## config.mk

```make
export PLATFORM = sky130hd
export DESIGN_NAME = prog_loader
export DESIGN_NICKNAME = d
export VERILOG_FILES = /design/src/rtl/prog_loader_pkg.sv /design/src/rtl/prog_loader_byte_packer.sv /design/src/rtl/prog_loader.sv
export SDC_FILE = /design/constraint.sdc
export NUM_CORES = 1
export LEC_CHECK = 0
export CORE_ASPECT_RATIO = 1.25
export CORE_UTILIZATION = 51
export DETAILED_ROUTE_END_ITERATION = 12
export GPL_TIMING_DRIVEN = 0
export PLACE_DENSITY = 0.8
export SLEW_MARGIN = 20
export SYNTH_ARGS = -nofsm -noshare
export SYNTH_HDL_FRONTEND = slang
export SYNTH_SLANG_ARGS = --single-unit
```

## constraint.sdc

```tcl
create_clock -name clk -period 2.74 [get_ports clk]
set_clock_uncertainty 0.15 [all_clocks]
set_input_delay 0.822 -clock clk [delete_from_list [all_inputs] [get_ports clk]]
set_output_delay 0.822 -clock clk [all_outputs]
set_load 0.005 [all_outputs]
```

## src/rtl/prog_loader_pkg.sv

```systemverilog
// Shared definitions for the program loader: FSM state encoding and framing sizes.
package prog_loader_pkg;

  typedef enum logic [2:0] {
    ST_HDR_LO = 3'd0,
    ST_HDR_HI = 3'd1,
    ST_LOAD   = 3'd2,
    ST_CHK    = 3'd3,
    ST_DONE   = 3'd4,
    ST_ERR    = 3'd5
  } state_t;

  localparam int HDR_BYTES      = 2;
  localparam int BYTES_PER_WORD = 4;
  localparam int LEN_W          = 8 * HDR_BYTES;

endpackage

```

## src/rtl/prog_loader_byte_packer.sv

```systemverilog
// Collects payload bytes little-endian; o_word is the full word on the cycle the last byte shifts in.
module prog_loader_byte_packer
  import prog_loader_pkg::*;
(
  input  logic        clk,
  input  logic        reset,
  input  logic        i_shift_en,
  input  logic [7:0]  i_byte,
  output logic [31:0] o_word,
  output logic        o_word_last
);

  logic [23:0] r_low;
  logic [1:0]  r_idx;

  // Only the lower three bytes are stored; the fourth is forwarded straight through.
  always_ff @(posedge clk) begin
    if (reset) begin
      r_low <= 24'd0;
      r_idx <= 2'd0;
    end else if (i_shift_en) begin
      case (r_idx)
        2'd0:    r_low[7:0]   <= i_byte;
        2'd1:    r_low[15:8]  <= i_byte;
        2'd2:    r_low[23:16] <= i_byte;
        default: r_low        <= r_low;
      endcase
      r_idx <= r_idx + 2'd1;
    end
  end

  assign o_word      = {i_byte, r_low};
  assign o_word_last = i_shift_en && (r_idx == 2'(BYTES_PER_WORD - 1));

endmodule

```

## src/rtl/prog_loader.sv

```systemverilog
// Loads a length-prefixed byte stream into instruction memory and releases the CPU reset.
// Optional trailing XOR checksum byte enabled by defining PROG_LOADER_CHECKSUM_EN.
module prog_loader
  import prog_loader_pkg::*;
#(
  parameter int ADDR_W = 8
) (
  input  logic        clk,
  input  logic        reset,
  input  logic [7:0]  in_data,
  input  logic        in_valid,
  output logic        in_ready,
  output logic        imem_we,
  output logic [31:0] imem_addr,
  output logic [31:0] imem_wdata,
  output logic        cpu_reset,
  output logic        done,
  output logic        error,
  output logic [15:0] word_count
);

  localparam int MAX_WORDS = 2 ** ADDR_W;

  state_t           r_state;
  logic [LEN_W-1:0] r_len;
  logic [15:0]      r_word_count;
  logic             r_imem_we;
  logic [31:0]      r_imem_addr;
  logic [31:0]      r_imem_wdata;
  logic             r_cpu_reset;
  logic             r_done;
  logic             r_error;
`ifdef PROG_LOADER_CHECKSUM_EN
  logic [7:0]       r_csum;
`endif

  logic             w_accept;
  logic             w_pack_en;
  logic [31:0]      w_word;
  logic             w_word_last;
  logic [LEN_W-1:0] w_len;

  assign in_ready  = (r_state inside {ST_HDR_LO, ST_HDR_HI, ST_LOAD, ST_CHK}) && !r_imem_we;
  assign w_accept  = in_valid && in_ready;
  assign w_pack_en = w_accept && (r_state == ST_LOAD);
  assign w_len     = {in_data, r_len[7:0]};

  prog_loader_byte_packer u_packer (
    .clk         (clk),
    .reset       (reset),
    .i_shift_en  (w_pack_en),
    .i_byte      (in_data),
    .o_word      (w_word),
    .o_word_last (w_word_last)
  );

  always_ff @(posedge clk) begin
    if (reset) begin
      r_state      <= ST_HDR_LO;
      r_len        <= '0;
      r_word_count <= 16'd0;
      r_imem_we    <= 1'b0;
      r_imem_addr  <= 32'd0;
      r_imem_wdata <= 32'd0;
      r_cpu_reset  <= 1'b1;
      r_done       <= 1'b0;
      r_error      <= 1'b0;
`ifdef PROG_LOADER_CHECKSUM_EN
      r_csum       <= 8'd0;
`endif
    end else begin
      r_imem_we <= 1'b0;
      case (r_state)
        ST_HDR_LO: begin
          if (w_accept) begin
            r_len[7:0] <= in_data;
            r_state    <= ST_HDR_HI;
          end
        end
        ST_HDR_HI: begin
          if (w_accept) begin
            r_len <= w_len;
            if (w_len == '0) begin
`ifdef PROG_LOADER_CHECKSUM_EN
              r_state     <= ST_CHK;
`else
              r_state     <= ST_DONE;
              r_done      <= 1'b1;
              r_cpu_reset <= 1'b0;
`endif
            end else if (32'(w_len) > 32'(MAX_WORDS)) begin
              r_state <= ST_ERR;
              r_error <= 1'b1;
            end else begin
              r_state <= ST_LOAD;
            end
          end
        end
        ST_LOAD: begin
          // The strobe cycle already shows the incremented count, so the last word is detected here.
          if (r_imem_we && (r_word_count == r_len)) begin
`ifdef PROG_LOADER_CHECKSUM_EN
            r_state     <= ST_CHK;
`else
            r_state     <= ST_DONE;
            r_done      <= 1'b1;
            r_cpu_reset <= 1'b0;
`endif
          end else if (w_word_last) begin
            r_imem_we    <= 1'b1;
            r_imem_addr  <= {14'd0, r_word_count, 2'b00};
            r_imem_wdata <= w_word;
            if (32'(r_word_count) < 32'(MAX_WORDS))
              r_word_count <= r_word_count + 16'd1;
          end
`ifdef PROG_LOADER_CHECKSUM_EN
          if (w_pack_en)
            r_csum <= r_csum ^ in_data;
`endif
        end
        ST_CHK: begin
`ifdef PROG_LOADER_CHECKSUM_EN
          if (w_accept) begin
            if (in_data == r_csum) begin
              r_state     <= ST_DONE;
              r_done      <= 1'b1;
              r_cpu_reset <= 1'b0;
            end else begin
              r_state <= ST_ERR;
              r_error <= 1'b1;
            end
          end
`else
          r_state <= ST_ERR;
          r_error <= 1'b1;
`endif
        end
        default: r_state <= r_state;
      endcase
    end
  end

  assign imem_we    = r_imem_we;
  assign imem_addr  = r_imem_addr;
  assign imem_wdata = r_imem_wdata;
  assign cpu_reset  = r_cpu_reset;
  assign done       = r_done;
  assign error      = r_error;
  assign word_count = r_word_count;

endmodule

```

==> impl_summary.log, run 1 <==
[metrics] post-layout instance area: 6117 µm²
[metrics] period utilisation layout: 0.9620
[metrics] register bit total from synthesis: about 110
[metrics] most frequent cell after synthesis: nand2_1
[metrics] Die Span Y: 107.2 µm
[metrics] dpl cell area: between 5000 and 6000 µm²
[metrics] Total Die Area: approximately 9200 µm²
[metrics] path type of the worst min-delay path: reg -> reg
[metrics] Power Internal: 3204 µW
[metrics] via density per instance: roughly 5.2
[metrics] number of endpoints failing setup at the final stage: 0
[metrics] kind of critical path: in -> reg
[metrics] Max stage delay on crit path: about 0.65 ns
[metrics] count of buffers inserted at the top-level ports: 78
[metrics] part of the power in the clock network: 0.545
[metrics] Yosys top cell by area: dfxtp_1
[metrics] maximum capacitance violations: 0
[metrics] global-route usage over all layers: 0.2700
[metrics] post-route minimum period: 2.636 ns
[metrics] Reg clk slew, reported paths: 0.05 ns
[metrics] detailed-route via count: about 4200
[metrics] combinational share of power: 0.045
[metrics] Netlist Area Pre-Place: around 4500 µm²
[metrics] share of synthesized area occupied by flip-flops and latches: 0.5012
[metrics] highest-delay cell along the critical path: clkdlybuf4s50_1
[metrics] static power due to leakage: 0.002172 µW
[metrics] buffer type at the clock tree root: clkbuf_8
[metrics] antenna violations before repair: 0
[metrics] via count of the first global-routing pass: 3889
[metrics] crit start category: primary input
[metrics] leading register cell type out of synthesis: dfxtp_1
[metrics] critical path peak fanout: 7
[metrics] fraction of registers with async set or reset after synthesis: 0
[metrics] power density normalized to cell area: about 670 nW/µm²
[metrics] Post-Syn Instances: ~550
[metrics] Req. time, crit path: 2.99 ns
[metrics] number of hold violations in the final report: 0
[metrics] EDFF count, synth: 0
[metrics] highest clock frequency the design can meet: 379.4 MHz
[metrics] top cells by area in the synthesized netlist: dfxtp_1 (50%), nand2_1 (11%), a21oi_1 (9.4%)
[metrics] area of the core: 8653 µm²
[metrics] worst rel slew slack: 0.5688
[metrics] buffers from clock root to sink, at most: 2
[metrics] antenna cell count: 0
[metrics] endpoint type of the worst setup path: register
[metrics] synth unique cells: just over 40
[metrics] 1st-pass router iterations: 5
[metrics] count of standard-cell rows: 38
[metrics] Remaining Overflow, GRT: 0
[metrics] area share of the largest cell type after synthesis: 0.5012
[metrics] detailed placement HPWL: between 8000 and 9000 µm
[metrics] Synthesis Warnings: 0
[metrics] critical path arrival: 2.89 ns
[metrics] H-tree levels: 4
[metrics] maximum vdd drop: 0.0006023 V
[metrics] Total Neg Setup Slack: 0 ns
[metrics] Final Slew Violations: 0
[metrics] count of nets left with antenna violations after detail routing: 0
[metrics] hold_buf cts: 0
[metrics] worst skew pair latency: 0.52 ns
[metrics] placer congestion estimate: 0.8798
[metrics] cells traversed along the worst timing path: clkdlybuf4s50_1 -> nor4_1 -> nand4_1 -> nor4_2 -> inv_1 -> a311o_1
[metrics] maximum number of pins on one net before global-route repair: 17
[metrics] power spent charging and discharging nets: 876.2 µW
[metrics] clk sinks: 113
[metrics] Avg Cell Area, Syn: 8.251 µm²
[metrics] wire length of the first global-routing pass: roughly 19000 µm
[metrics] Sw Share: 0.2147
[metrics] width of the die: between 80 and 90 µm
[metrics] Starting DRT DRC Count: 197
[metrics] post-layout net count: approximately 680
[metrics] CTS tree: built
[metrics] final routed wirelength across all metal layers: 11790 µm
[metrics] drc violations: 0
[metrics] layout cell share with drive strength beyond 1: 0.08495
[metrics] status: finished clean
[metrics] top-level port count: 96
[metrics] slew at the pin with the worst max-slew slack: 0.6468 ns
[metrics] average detailed-routed wire length per instance: around 15 µm
[metrics] effective utilization at floorplan: 0.5215
[metrics] Area growth syn-to-layout: 35.54%
[metrics] setup repair after global routing missed its margin: false
[metrics] TritonCTS buffer count: 17
[metrics] sequential fraction of design power: 0.410
[metrics] top cells by instance count after synthesis: nand2_1 (138), dfxtp_1 (113), a21oi_1 (85), nand3_1 (34), clkbuf_1 (33)
registers in the layout (all words and copies together) (netlist names):
name,cells
imem_wdata,32
r_state,3
cpu_reset,1
done,1
word_count,16
u_packer.r_low,24
imem_addr,16
r_len,16
error,1
u_packer.r_idx,2
imem_we,1
critical path: cells and delay by family:
kind	cells	cell delay (ns)
AOI/OAI and AO/OA	1	0.34
buffers and inverters	2	0.74
and+or+nand+nor	3	0.98
power groups by stage:
| stage | combinational [µW] | clock, µW | sequential [µW] |
|---|---|---|---|
| 3_3_place_gp | 174 | 0 | 1710 |
| 4_1_cts | 180 | 2230 | 1670 |
| 2_1_floorplan | 115 | 0 | 1710 |
| 5_1_grt | 200 | 2320 | 1670 |
| 3_5_place_dp | 176 | 0 | 1710 |
| 6_report | 185 | 2220 | 1670 |
stage by stage:
step,hold WS [ns],utilization,setup slack (ns),cells,power [µW]
CTS,0.3034,0.7059,0.02273,791,4085
global route,0.3156,0.7069,0.007361,791,4190
detailed placement,0.2951,0.6356,-0.5163,760,1884
finish,0.3016,0.7069,0.1042,791,4081
global placement,0.2929,0.6356,-0.5258,760,1881
floorplan,0.2821,-,0.4410,562,1820
routing by layer:
layer / global-route usage / up-vias / part of all wire
li1: - / 2016 / -
met1: 0.3091 / 1954 / 0.41
met2: 0.4654 / 145 / 0.51
met3: 0.07236 / 36 / 0.056
met4: 0.1226 / 0 / 0.030
met5: 0 / - / 0
cell type report:
| class | instances | area, µm² |
|---|---|---|
| Buffer | 54 | 284.0 |
| Clock buffer | 22 | 473.0 |
| Clock inverter | 9 | 130.1 |
| Sequential cell | 113 | 2262 |
| Tap cell | 120 | 150.1 |
| Timing Repair Buffer | 78 | 780.7 |
| Fill cell | 705 | 2536 |
| Inverter | 5 | 18.77 |
| Multi-Input combinational cell | 390 | 2018 |
what timing repair did:
item,in CTS,in global routing
setup endpoints to repair,1,21
setup buffers,0,0
cloned,0,0
pin swaps,0,0
resized for setup,1,5
cell families (layout without fill, tap and decap cells):
family,count (synthesis),after routing,share of synthesized area
simple gates,239,239,0.2354
flops,113,113,0.5012
compound gates,97,97,0.1156
buf+inv,59,168,0.06654
xor+xnor,24,24,0.04658
mux,9,9,0.01996
fa+ha+maj,5,5,0.01386
other cells,1,16,0.0008309
worst paths after layout:
kind                                     from                     endpoint  slack (ns)  cells past startpoint
hold reg to reg   imem_wdata[27]$_SDFFE_PP0P_  imem_wdata[27]$_SDFFE_PP0P_        0.30                      2
hold / removal    imem_wdata[27]$_SDFFE_PP0P_  imem_wdata[27]$_SDFFE_PP0P_        0.30                      2
setup / recovery                   in_data[5]       cpu_reset$_SDFFE_PP1P_        0.10                      6
setup reg to reg      r_state[1]$_SDFFE_PP0P_  imem_wdata[19]$_SDFFE_PP0P_        0.34                      9
cells in the final DEF (no fill, tap or decap), types with 5 or more instances in the layout:
| master | n |
|---|---|
| a21oi_1 | 85 |
| buf_4 | 17 |
| clkbuf_1 | 32 |
| clkbuf_16 | 16 |
| clkbuf_8 | 5 |
| clkdlybuf4s50_1 | 78 |
| conb_1 | 16 |
| dfxtp_1 | 113 |
| ha_1 | 5 |
| inv_1 | 5 |
| mux2i_1 | 9 |
| nand2_1 | 138 |
| nand3_1 | 34 |
| nand4_1 | 8 |
| nor2_1 | 28 |
| nor2b_1 | 8 |
| xnor2_1 | 14 |
| xor2_1 | 10 |
(Power assumes the default switching activity.)
==> run 2: changes to the inputs <==
ABC_AREA = 1   (was default)
CORE_UTILIZATION = 50   (was 51)
PLACE_DENSITY = 0.79   (was 0.8)
==> impl_summary.log, run 2 <==
[metrics] top cells by instance count after synthesis: nor2_1 (144), dfxtp_1 (113), o21ai_0 (99), nand2_1 (55), a21oi_1 (45)
[metrics] path type of the worst min-delay path: reg -> reg
[metrics] top-level port count: 96
[metrics] drc violations: 0
[metrics] status: finished clean
[metrics] placer congestion estimate: 0.8988
[metrics] static power due to leakage: approximately 0.0024 µW
[metrics] leading register cell type out of synthesis: dfxtp_1
[metrics] worst r2r path cells: 7
[metrics] crit start category: register
[metrics] end of the worst register-to-register path: word_count[8]$_SDFFE_PP0P_
[metrics] count of buffers inserted at the top-level ports: 78
[metrics] Remaining Overflow, GRT: 0
[metrics] register-to-register path setup slack: approximately 0.76 ns
[metrics] 1st-pass router iterations: 5
[metrics] worst flop-to-flop path startpoint: word_count[13]$_SDFFE_PP0P_
[metrics] top cells by area in the synthesized netlist: dfxtp_1 (50%), nor2_1 (12%), o21ai_0 (11%)
[metrics] final routed wirelength across all metal layers: roughly 12000 µm
[metrics] number of hold violations in the final report: 0
[metrics] Total Die Area: just over 9000 µm²
[metrics] width of the die: between 80 and 90 µm
[metrics] cells traversed along the worst timing path: clkdlybuf4s50_1
[metrics] hold_buf cts: 0
[metrics] family with the most delay on the worst path: buffers and inverters
[metrics] Layout Utilization: 0.6956
[metrics] dpl cell area: 5474 µm²
[metrics] worst setup slack before clock tree synthesis: between 0.02 and 0.025 ns
[metrics] average detailed-routed wire length per instance: 14.00 µm
[metrics] wire length of the first global-routing pass: roughly 19000 µm
[metrics] critical path peak fanout: 6
[metrics] Netlist Area Pre-Place: 4487 µm²
[metrics] Die Span Y: about 110 µm
[metrics] synth unique cells: 29
[metrics] endpoint type of the worst setup path: output port
[metrics] via count of the first global-routing pass: 4009
[metrics] buffer type at the clock tree root: clkbuf_8
[metrics] area of the core: 8701 µm²
[metrics] area share of the largest cell type after synthesis: 0.5042
[metrics] global-route usage over all layers: 0.2619
[metrics] H-tree levels: 4
[metrics] Post-Syn Instances: 586
[metrics] slew at the pin with the worst max-slew slack: 0.5139 ns
[metrics] highest-delay cell along the critical path: clkdlybuf4s50_1
[metrics] Max stage delay on crit path: ~0.6 ns
[metrics] buffers from clock root to sink, at most: 2
[metrics] post-route minimum period: ~2.5 ns
[metrics] highest clock frequency the design can meet: 395.0 MHz
[metrics] period utilisation layout: 0.9240
[metrics] TritonCTS buffer count: 17
[metrics] count of standard-cell rows: 38
[metrics] kind of critical path: reg -> out
[metrics] maximum number of pins on one net before global-route repair: 17
[metrics] effective utilization at floorplan: 0.5157
[metrics] layout cell share with drive strength beyond 1: 0.09283
[metrics] EDFF count, synth: 0
[metrics] share of synthesized area occupied by flip-flops and latches: 0.5042
[metrics] worst hold margin: between 0.3 and 0.4 ns
[metrics] CTS tree: built
[metrics] startpoint of the most critical hold path: done$_SDFFE_PP0P_
[metrics] number of cells upsized or downsized after cts: 0
[metrics] fraction of registers with async set or reset after synthesis: 0
[metrics] max reg flops: 32
[metrics] post-CTS setup buffers: 0
[metrics] most common cell after layout, fill and taps aside: nor2_1
[metrics] critical path arrival: roughly 1.6 ns
[metrics] worst rel slew slack: 0.6574
[metrics] maximum capacitance violations: 0
[metrics] Reg clk slew, reported paths: 0.05 ns
[metrics] Final Slew Violations: 0
[metrics] Yosys top cell by area: dfxtp_1
[metrics] worst-case hold path end point: done$_SDFFE_PP0P_
[metrics] register bit total from synthesis: around 110
[metrics] commonest non-fill, non-tap cells in the layout: nor2_1 (144), dfxtp_1 (113), o21ai_0 (99)
[metrics] antenna violations before repair: 0
[metrics] Synthesis Warnings: 0
[metrics] Worst Setup Slack, final: 0.2081 ns
[metrics] worst hold path depth: 2
[metrics] count of nets left with antenna violations after detail routing: 0
[metrics] maximum vdd drop: 0.0006170 V
[metrics] Req. time, crit path: between 1.5 and 2 ns
[metrics] detailed-route via count: 4211
[metrics] worst skew pair latency: 0.52 ns
[metrics] number of endpoints failing setup at the final stage: 0
[metrics] antenna cell count: 0
[metrics] clk sinks: 113
[metrics] post-layout instance area: 6052 µm²
[metrics] Starting DRT DRC Count: 217
[metrics] Avg Cell Area, Syn: 7.657 µm²
[metrics] Area growth syn-to-layout: 34.89%
[metrics] post-layout net count: 714
[metrics] via density per instance: 5.067
[metrics] final-layout fill cell count: 704
[metrics] Total Neg Setup Slack: 0 ns
[metrics] detailed placement HPWL: roughly 8100 µm
[metrics] Crit path buffers/inverters: 1
[metrics] setup repair after global routing missed its margin: false
[metrics] most frequent cell after synthesis: nor2_1
[metrics] power density normalized to cell area: 771.7 nW/µm²
-- run 2: changes by cell type after synthesis, sizes merged, moves of 8 or more --
cell	delta
o21ai	+97
inv	+36
xnor2	-11
mux2i	-9
clkbuf	-18
xor2	-9
a21oi	-40
nor2b	-8
nor2	+121
nand2	-81
nand3	-22
-- run 2: kinds of logic after synthesis --
family	after synthesis	synth area share
adders and majority gates	5	0.01394
and+or+nand+nor	231	0.2164
AOI/OAI and AO/OA	148	0.1670
buffers and inverters	84	0.08979
xor gates and xnor gates	4	0.007810
DFF	113	0.5042
other	1	0.0008358
-- run 2: how the worst max path moves through the flow --
| stage | from | end | cells after the start |
|---|---|---|---|
| 6_report | word_count[7]$_SDFFE_PP0P_ | word_count[7] | 1 |
| 5_1_grt | r_state[2]$_SDFFE_PP0P_ | in_ready | 2 |
| 4_1_cts | r_state[2]$_SDFFE_PP0P_ | in_ready | 2 |
| 3_5_place_dp | in_data[3] | cpu_reset$_SDFFE_PP1P_ | 9 |
| 3_3_place_gp | in_data[1] | cpu_reset$_SDFFE_PP1P_ | 9 |
| 2_1_floorplan | reset | imem_wdata[17]$_SDFFE_PP0P_ | 6 |
-- run 2: cell type report --
type	instances	area, µm²	share of cell area
inverters	45	173.9	0.02874
well taps	120	150.1	0.02481
clock buffers	19	441.7	0.07298
flip-flops and latches	113	2262	0.3738
repair buffers	78	780.7	0.1290
clock inverters	13	136.4	0.02253
plain buffers	39	229.0	0.03783
multi-input cells	404	1878	0.3103
-- run 2: per-layer routing --
metal,track usage,wire length [µm]
met1,0.2869,4715
met2,0.4637,5764
met3,0.06902,801
met4,0.1310,350
met5,0,0
-- run 2: per-stage QoR --
stage                     total power, µW  instances
final                                4671        831
after global routing                 4846        831
after CTS                            4651        831
after detailed placement             2566        799
after global placement               2533        799
after floorplan                      2368        601
-- run 2: power breakdown --
group          internal (µW)  switching [µW]  leakage [µW]
Clock                   1340             779      0.000276
Combinational            260             438       0.00122
Sequential              1770            87.0      0.000914
Total                   3370            1300       0.00241
